==> src/rtl/johnson_phase_decoder_pkg.sv <==
`default_nettype none
// ============================================================================
// Module      : johnson_phase_decoder_pkg
// Description : Shared types and constants for the 5-stage Johnson (twisted
//               ring) phase decoder: FSM state encoding, phase count, the
//               legal-code table and small phase helper functions.
// Revision    : 1.0 - initial release
// ============================================================================
package johnson_phase_decoder_pkg;

    localparam int NUM_PHASES = 10;

    // Lock tracker states, explicit one-bit encoding.
    typedef enum logic [0:0] {
        UNLOCKED = 1'b0,
        LOCKED   = 1'b1
    } jpd_state_t;

    // Legal twisted-ring codes, indexed by phase number.
    localparam logic [4:0] c_legal_codes [0:NUM_PHASES-1] = '{
        5'b00000, 5'b00001, 5'b00011, 5'b00111, 5'b01111,
        5'b11111, 5'b11110, 5'b11100, 5'b11000, 5'b10000
    };

    localparam logic [3:0] c_last_phase = 4'(NUM_PHASES - 1);

    // Successor phase, wrapping 9 -> 0.
    function automatic logic [3:0] next_phase(input logic [3:0] idx);
        next_phase = (idx == c_last_phase) ? 4'd0 : idx + 4'd1;
    endfunction

    // One-hot vector with bit idx set.
    function automatic logic [NUM_PHASES-1:0] onehot_of(input logic [3:0] idx);
        onehot_of = {{(NUM_PHASES-1){1'b0}}, 1'b1} << idx;
    endfunction

endpackage
`default_nettype wire

==> src/rtl/johnson_code_lookup.sv <==
`default_nettype none
// ============================================================================
// Module      : johnson_code_lookup
// Description : Purely combinational decode of a 5-bit twisted-ring code into
//               a phase index and a legality flag. Illegal codes yield idx 0.
// Revision    : 1.0 - initial release
// ============================================================================
module johnson_code_lookup
    import johnson_phase_decoder_pkg::*;
(
    input  logic [4:0] i_code,
    output logic [3:0] o_idx,
    output logic       o_legal
);

    // Match the code against every table entry; at most one can hit.
    always_comb begin
        o_idx   = 4'd0;
        o_legal = 1'b0;
        for (int i = 0; i < NUM_PHASES; i++) begin
            if (i_code == c_legal_codes[i]) begin
                o_idx   = 4'(i);
                o_legal = 1'b1;
            end
        end
    end

endmodule
`default_nettype wire

==> src/rtl/johnson_phase_decoder.sv <==
`default_nettype none
// ============================================================================
// Module      : johnson_phase_decoder
// Description : Decodes a 5-stage Johnson counter state into a phase index and
//               one-hot phase, tracks lock on the legal step sequence, flags
//               illegal codes and illegal steps, and counts 9->0 revolutions.
//               All outputs are registered (1-cycle latency).
// Revision    : 1.0 - initial release
// ============================================================================
module johnson_phase_decoder
    import johnson_phase_decoder_pkg::*;
#(
    parameter int REV_W = 8
) (
    input  logic                  clk,
    input  logic                  clear,
    input  logic                  in_valid,
    input  logic [4:0]            code,
    input  logic                  sync_clr,
    output logic                  phase_valid,
    output logic [3:0]            phase_idx,
    output logic [NUM_PHASES-1:0] phase_onehot,
    output logic                  code_err,
    output logic                  step_err,
    output logic                  err_sticky,
    output logic                  locked,
    output logic [REV_W-1:0]      rev_count
);

    jpd_state_t r_state;
    logic [3:0] r_prev_idx;

    logic [3:0] w_idx;
    logic       w_legal;
    logic       w_step_ok;
    logic       w_is_locked;
    logic       w_rev_step;
    logic       w_err_now;

    johnson_code_lookup u_lookup (
        .i_code  (code),
        .o_idx   (w_idx),
        .o_legal (w_legal)
    );

    // A hold on the same phase or a single forward step keeps lock.
    assign w_step_ok   = (w_idx == r_prev_idx) || (w_idx == next_phase(r_prev_idx));
    assign w_is_locked = (r_state == LOCKED);

    // Revolution: legal 9 -> 0 step while already locked, so the code that
    // first acquires lock can never count.
    assign w_rev_step = in_valid && w_legal && w_is_locked &&
                        (r_prev_idx == c_last_phase) && (w_idx == 4'd0);

    // Any error pulse that will be raised at this edge.
    assign w_err_now = in_valid && (!w_legal || (w_is_locked && !w_step_ok));

    // Lock FSM, registered phase outputs, error flags and revolution counter.
    always_ff @(posedge clk or negedge clear) begin
        if (!clear) begin
            r_state      <= UNLOCKED;
            r_prev_idx   <= 4'd0;
            phase_valid  <= 1'b0;
            phase_idx    <= 4'd0;
            phase_onehot <= onehot_of(4'd0);
            code_err     <= 1'b0;
            step_err     <= 1'b0;
            err_sticky   <= 1'b0;
            locked       <= 1'b0;
            rev_count    <= '0;
        end else begin
            code_err    <= 1'b0;
            step_err    <= 1'b0;
            phase_valid <= in_valid && w_legal;

            if (in_valid) begin
                if (w_legal) begin
                    phase_idx    <= w_idx;
                    phase_onehot <= onehot_of(w_idx);
                end

                case (r_state)
                    UNLOCKED: begin
                        if (w_legal) begin
                            r_state    <= LOCKED;
                            r_prev_idx <= w_idx;
                            locked     <= 1'b1;
                        end else begin
                            code_err <= 1'b1;
                        end
                    end
                    LOCKED: begin
                        if (!w_legal) begin
                            code_err <= 1'b1;
                            r_state  <= UNLOCKED;
                            locked   <= 1'b0;
                        end else if (w_step_ok) begin
                            r_prev_idx <= w_idx;
                        end else begin
                            step_err <= 1'b1;
                            r_state  <= UNLOCKED;
                            locked   <= 1'b0;
                        end
                    end
                endcase
            end

            // Synchronous clear beats a coincident revolution.
            if (sync_clr) begin
                rev_count <= '0;
            end else if (w_rev_step) begin
                rev_count <= rev_count + 1'b1;
            end

            // A coincident error beats synchronous clear.
            if (w_err_now) begin
                err_sticky <= 1'b1;
            end else if (sync_clr) begin
                err_sticky <= 1'b0;
            end
        end
    end

endmodule
`default_nettype wire
==> config.mk <==
export PLATFORM = sky130hd
export DESIGN_NAME = johnson_phase_decoder
export DESIGN_NICKNAME = d
export VERILOG_FILES = /design/src/rtl/johnson_phase_decoder_pkg.sv /design/src/rtl/johnson_code_lookup.sv /design/src/rtl/johnson_phase_decoder.sv
export SDC_FILE = /design/constraint.sdc
export NUM_CORES = 1
export LEC_CHECK = 0
export CORE_AREA = 2 2 59 61
export DETAILED_ROUTE_END_ITERATION = 7
export DIE_AREA = 0 0 61 63
export HOLD_SLACK_MARGIN = 0.1
export PLACE_DENSITY = 0.91
export SLEW_MARGIN = 20
export SYNTH_ARGS = -nofsm -noshare
export SYNTH_HDL_FRONTEND = slang
export SYNTH_SLANG_ARGS = --single-unit
==> constraint.sdc <==
create_clock -name clk -period 3.1 [get_ports clk]
set_input_delay 0.93 -clock clk [delete_from_list [all_inputs] [get_ports clk]]
set_output_delay 0.93 -clock clk [all_outputs]
set_load 0.01 [all_outputs]
Word level (Yosys, flattened, before mapping)
Cells that the tools add are included.

storage, ports and cells
  flip-flop bits (word level) = 32
  output and inout port bits = 27
  word-level logic and storage cells = 89

operators by class
  reduce and logical (&&, ||, !) cells = 17
  equal/unequal tests = 16
  add/sub/neg operators = 2
  shifts and indexed selects = 1
  bitwise gates (word level) = 1
  mux-type cells = 42

operators with widths
  cell                                                                     count
  5-bit == test, second input constant                                     5
  1-bit two-way mux                                                        25
  4-bit two-way mux                                                        6
  8-bit two-way mux                                                        2
  3-bit two-way mux                                                        4
  1-bit by 4-bit << shifter with 10-bit output, first input constant       1
  8-bit by 1-bit adder with 8-bit output, second input constant            1
  4-bit == test                                                            2
  4-bit one-hot mux with 2 select lines                                    1
  1-bit logical AND                                                        6
  5-bit by 1-bit == test with 1-bit output, second input constant          1
  5-bit by 2-bit == test with 1-bit output, second input constant          1
  5-bit by 3-bit == test with 1-bit output, second input constant          1
  5-bit by 4-bit == test with 1-bit output, second input constant          1
  5-bit zero test                                                          1
  4-bit by 1-bit adder with 4-bit output, second input constant            1
  4-bit == test, second input constant                                     1
  4-bit zero test                                                          1
  2-bit two-way mux                                                        2
  2-bit by 1-bit inequality test with 1-bit output, second input constant  2
  1-bit one-hot mux with 2 select lines                                    2
  4-bit AND reduction                                                      1
  2-bit nonzero test                                                       2
  3-bit inequality test, second input constant                             1
  other kinds (6)                                                          8

Logic depth before layout (Yosys ltp)
  depth in word-level cells = 17
  mapped depth = 10

Cells and area by module
A second synthesis with hierarchy kept.

second synthesis, totals
  cell total of the unflattened synthesis = 168
  area, all modules = 1746.7 um^2

modules (own cells, without submodules)
  module                 cells an instance  area an instance (um^2)  sequential area each (um^2)  times used
  johnson_phase_decoder  148                1616.6                   802.0                        1
  johnson_code_lookup    20                 130.1                    0.0                          1

Worst setup path after synthesis
OpenSTA, ideal clock, no wires.

  kind = input port to flip-flop
  from = input code[1]
  to = register r_prev_idx[1]
  stages on the path = 8
  data arrival time = 2776 ps
  slack = 199 ps
  setup time = 125 ps
  data required time = 2975 ps
  path through = buf_6 -> or3b_1 -> or3_4 -> a31oi_2 -> o2111ai_2 -> o311ai_2 -> nand2_2 -> mux2_4

between the ends
  cells in the longest elaborated chain, start to end = 14

ends and longest elaborated chain
  item                                                        line                         text
  from (decl)                                                 johnson_phase_decoder.sv:18  input logic [4:0] code,
  5-bit by 1-bit == test with 1-bit output                    johnson_code_lookup.sv:21    if (i_code == c_legal_codes[i]) begin
  1-bit two-way mux                                           johnson_code_lookup.sv:21
  2-bit two-way mux (2 in a row)                              johnson_code_lookup.sv:21
  3-bit two-way mux (4 in a row)                              johnson_code_lookup.sv:21
  4-bit two-way mux (2 in a row)                              johnson_code_lookup.sv:21
  4-bit == test                                               johnson_phase_decoder.sv:47  assign w_step_ok = (w_idx == r_prev_idx) || (w_idx == next_phase(r_prev_idx));
  1-bit logical OR                                            johnson_phase_decoder.sv:47
  2-bit by 1-bit inequality test with 1-bit output (no line)  -
  4-bit AND reduction (no line)                               -
  to (signal assigned)                                        johnson_phase_decoder.sv:86  r_prev_idx <= w_idx;
  to (signal assigned)                                        johnson_phase_decoder.sv:98  r_prev_idx <= w_idx;
  to (decl)                                                   johnson_phase_decoder.sv:31  logic [3:0] r_prev_idx;

Parallel ways exist; a longest one is shown, timed or not. The select of a mux whose other input is x is not followed.
A chain may end at the register's enable or synchronous reset.

Final worst setup path
  from = input code[0]
  to = register r_prev_idx[3]

The elaborated chain is that of the path after synthesis.

==> metrics list <==
* Status: completed
- Setup violations remaining at the end of the flow were counted as 0.
- After synthesis, the mean cell area works out to 10.1 sq um.
- Share of the synthesized area in the top cell type: a little under half
- Count of routing violations after the opening detailed-route iteration: 44
* Critical path fanouts, max: 4
- Instance count along the most critical hold path: 2
- Area of the die: 3840 sq um
- The setup path with the least slack is of type input port to register.
- Reported max-cap violation count: 0
- The region available for standard cell placement spans 3230 sq um.
* Starting density of the core: 51.6%
- Summed over all failing endpoints, the final setup total negative slack is 0 ns.
- Total number of clock tree sinks: 32
* Cell area after synthesis: 1670 sq um
- The synthesized design contains 32 register bits.
- Setup clock skew after layout: 0.0143 ns
* TritonCTS clock tree: done
- Via Count: 1458
* Reg-to-reg setup timing slack: 1.00 ns
- Number of warning messages in the yosys log: 0
- Mean number of vias per cell: between 5 and 6
- In the post-synthesis netlist, the cell with the most instances is sky130_fd_sc_hd__dfrtp_1.
- Summed over all cells, the static leakage comes to about 1.0 nW.
* Cells on worst reg2reg path: 7
- Layout area overhead: 37.2%
* Number of cells after detailed placement: 265
- Endpoint, Worst Hold: phase_onehot[0]
- Root buffer cell: sky130_fd_sc_hd__clkbuf_4
- Summing the sequential cell areas from Yosys gives 48.1% of the chip area.
- Final ANT Viol Nets: 0
- Counting flops with a built-in enable in the synthesized netlist gives 0.
- Unrepaired setup endpoints after global routing: false
- Beginning of the worst register-to-register path: r_prev_idx[2]
* Post-layout minimum cycle time: 2.97 ns
- The H-tree generated during clock tree synthesis spans 2 levels.
- Number of top-level design ports: 36
- Entering global routing, the biggest net connects 33 pins.
* Synth cell types: 47
- The first detailed-routing pass took 4 iterations.
- CP max-delay cell: sky130_fd_sc_hd__clkdlybuf4s50_1
* Horizontal die dimension: 61 um
* Worst min-delay path category: register to register
- After detailed routing, the number of remaining DRC violations is 0.
- Actual transition at the worst max-transition pin: 0.393 ns
* Largest cells by area after synthesis: sky130_fd_sc_hd__dfrtp_1 46%, sky130_fd_sc_hd__nand2_1 4.7%, sky130_fd_sc_hd__xnor2_1 3.7%
- TritonCTS created 5 clock buffers.
- Biggest area consumer among synthesized cells: sky130_fd_sc_hd__dfrtp_1
* Reg clk slew, reported paths: ~0.1 ns
- Cells fill between 70% and 80% of the core in the end.
- Die height: between 60 and 70 um
* Port-buffer cells: 35
- STA classifies the critical path startpoint as an input port.
- Cell Pwr Density: between 400 and 500 nW/um^2
- Detailed placement finished with a half-perimeter wire length of 2770 um.
- Max Fclk: 0.337 GHz
- Filler Cell Count: 250
- The number of nets handed over by synthesis was approximately 180.
- Max-slew violation count: 0
- Instance count of the mapped netlist: 165
- Global-route wire length before repair: 6420 um
- At the worst endpoint, the arrival time is about 3.2 ns.
- Hold timing on the final database bottoms out at a slack of between 0.4 and 0.5 ns.
- After the flow finishes, the layout carries non-filler instances totaling 272.
- Global router's overall resource usage: 22.2%
* Leading register cell type out of synthesis: sky130_fd_sc_hd__dfrtp_1
- Buffers from clock root to sink, at most: 2
* WL/cell: 13.6 um
* Total gr overflow: 0
- Number of global-route vias before repair: 1455
* Fraction of final layout cells sized beyond drive strength 1: 19.9%
* Launch point of the worst hold path: phase_onehot[0]
- Final clock period utilization by the worst path: 95.7%
- Post-synth ARST share: 100%
- Final wirelength: 3710 um
- At the end of the flow, the number of nets in the layout was between 200 and 250.
- For the worst-skew pair, the clock arrives at the later sink with an insertion delay of 0.33 ns.
* Antenna Diode Count: 0
* Worst slew margin: ~74%
- The hold violation total from the final report was 0.
- The worst setup path is captured at a register.
- Worst reg2reg path endpoint: r_prev_idx[3]
* Top cell types by occurrence after synthesis: 31 x sky130_fd_sc_hd__dfrtp_1, 21 x sky130_fd_sc_hd__nand2_1, 12 x sky130_fd_sc_hd__nor2_1
- CP Cell Sequence: clkdlybuf4s50_1, or3b_1, or3_4, and4_4, o2111ai_2, o311ai_2, nand2_2, mux2_4
- Data on the critical path is required at its endpoint by between 3 and 4 ns.
- Routability-driven placement finished with a final weighted congestion of 0.844.
* Initial antenna violation count: 0
* Delay of the slowest critical-path stage: 0.45 ns
- After floorplanning, the core was divided into 21 placement rows.
* Maximum vdd drop: 0.239 mV
-- cell families after synthesis --
logic type	Yosys count	share of synthesized area [%]
AO/OA/AOI/OAI	33	15.4
XOR/XNOR	13	6.82
adder cells (fa/ha/maj)	1	0.750
buffers and inverters	17	4.57
flip-flops	32	48.1
multiplexers	4	3.00
AND/OR/NAND/NOR	65	21.4
-- critical path: cells and delay by family --
kind                   cells  cell delay [ns]
AO/OA/AOI/OAI              2             0.38
AND/OR/NAND/NOR            4             1.10
buffers and inverters      1             0.45
multiplexers               1             0.30
-- state kept, by name, summed over array words and instances (netlist names), 4 cells and up --
signal and flops:
phase_idx 4, phase_onehot 10, r_prev_idx 4, rev_count 8
-- what timing repair did --
item | 4_1_cts | 5_1_grt
setup buffers | 0 | 0
gates resized for setup | 0 | 1
hold buffers | 0 | 0
endpoints found under the setup margin | 0 | 2
-- metal layers --
layer | vias to the layer above | share of wire (%) | track usage, %
li1 | 702 | - | -
met1 | 688 | 43 | 28.5
met2 | 57 | 48 | 35.1
met3 | 11 | 6.2 | 6.21
met4 | 0 | 2.1 | 8.15
met5 | - | 0 | 0
-- metrics by stage --
stage | instance area [sq um] | power [mW] | worst slack (ns)
global placement | 2240 | 0.762 | -0.120
finish | 2290 | 0.984 | 0.134
detailed placement | 2240 | 0.768 | -0.168
floorplan | 1670 | 0.650 | 0.199
CTS | 2280 | 0.989 | 0.153
global route | 2290 | 1.04 | 0.0614
-- worst max path at each step --
stage / end / slack, ns / cells past startpoint / start
2_1_floorplan: r_prev_idx[1] / 0.20 / 8 / code[1]
3_3_place_gp: r_prev_idx[1] / -0.12 / 8 / code[4]
3_5_place_dp: r_prev_idx[3] / -0.17 / 8 / code[1]
4_1_cts: r_prev_idx[3] / 0.15 / 8 / code[1]
5_1_grt: r_prev_idx[3] / 0.06 / 8 / code[0]
6_report: r_prev_idx[3] / 0.13 / 8 / code[0]
-- layout make-up --
cell class / count / area, sq um / area share [%]
sequential: 32 / 802 / 35.0
clock inverter: 1 / 5.00 / 0.219
multi-input combinational: 116 / 797 / 34.8
timing repair buffer: 62 / 553 / 24.2
inverter: 9 / 33.8 / 1.48
tap: 46 / 57.6 / 2.51
clock buffer: 6 / 41.3 / 1.80
-- where the power goes --
part           total [mW]  internal, mW  switching [mW]
Clock               0.217        0.0834           0.134
Sequential          0.491         0.453          0.0381
Combinational       0.276         0.144           0.131
Total               0.984         0.681           0.303
-- cell usage in the layout (no fill, tap or decap), types with 3 or more instances in the layout --
master	n
sky130_fd_sc_hd__nand2_1	21
sky130_fd_sc_hd__nand4_1	3
sky130_fd_sc_hd__clkdlybuf4s50_1	35
sky130_fd_sc_hd__nor2_1	12
sky130_fd_sc_hd__o21ai_0	8
sky130_fd_sc_hd__nor2b_1	5
sky130_fd_sc_hd__dfrtp_1	31
sky130_fd_sc_hd__xnor2_1	7
sky130_fd_sc_hd__a21oi_1	5
sky130_fd_sc_hd__nand2b_1	4
sky130_fd_sc_hd__a22o_1	3
sky130_fd_sc_hd__inv_1	9
sky130_fd_sc_hd__buf_4	27
sky130_fd_sc_hd__a32o_1	3
sky130_fd_sc_hd__xor2_1	6
sky130_fd_sc_hd__clkbuf_4	5
sky130_fd_sc_hd__o31ai_1	4
Note: power is estimated with default switching activity, not from simulation.
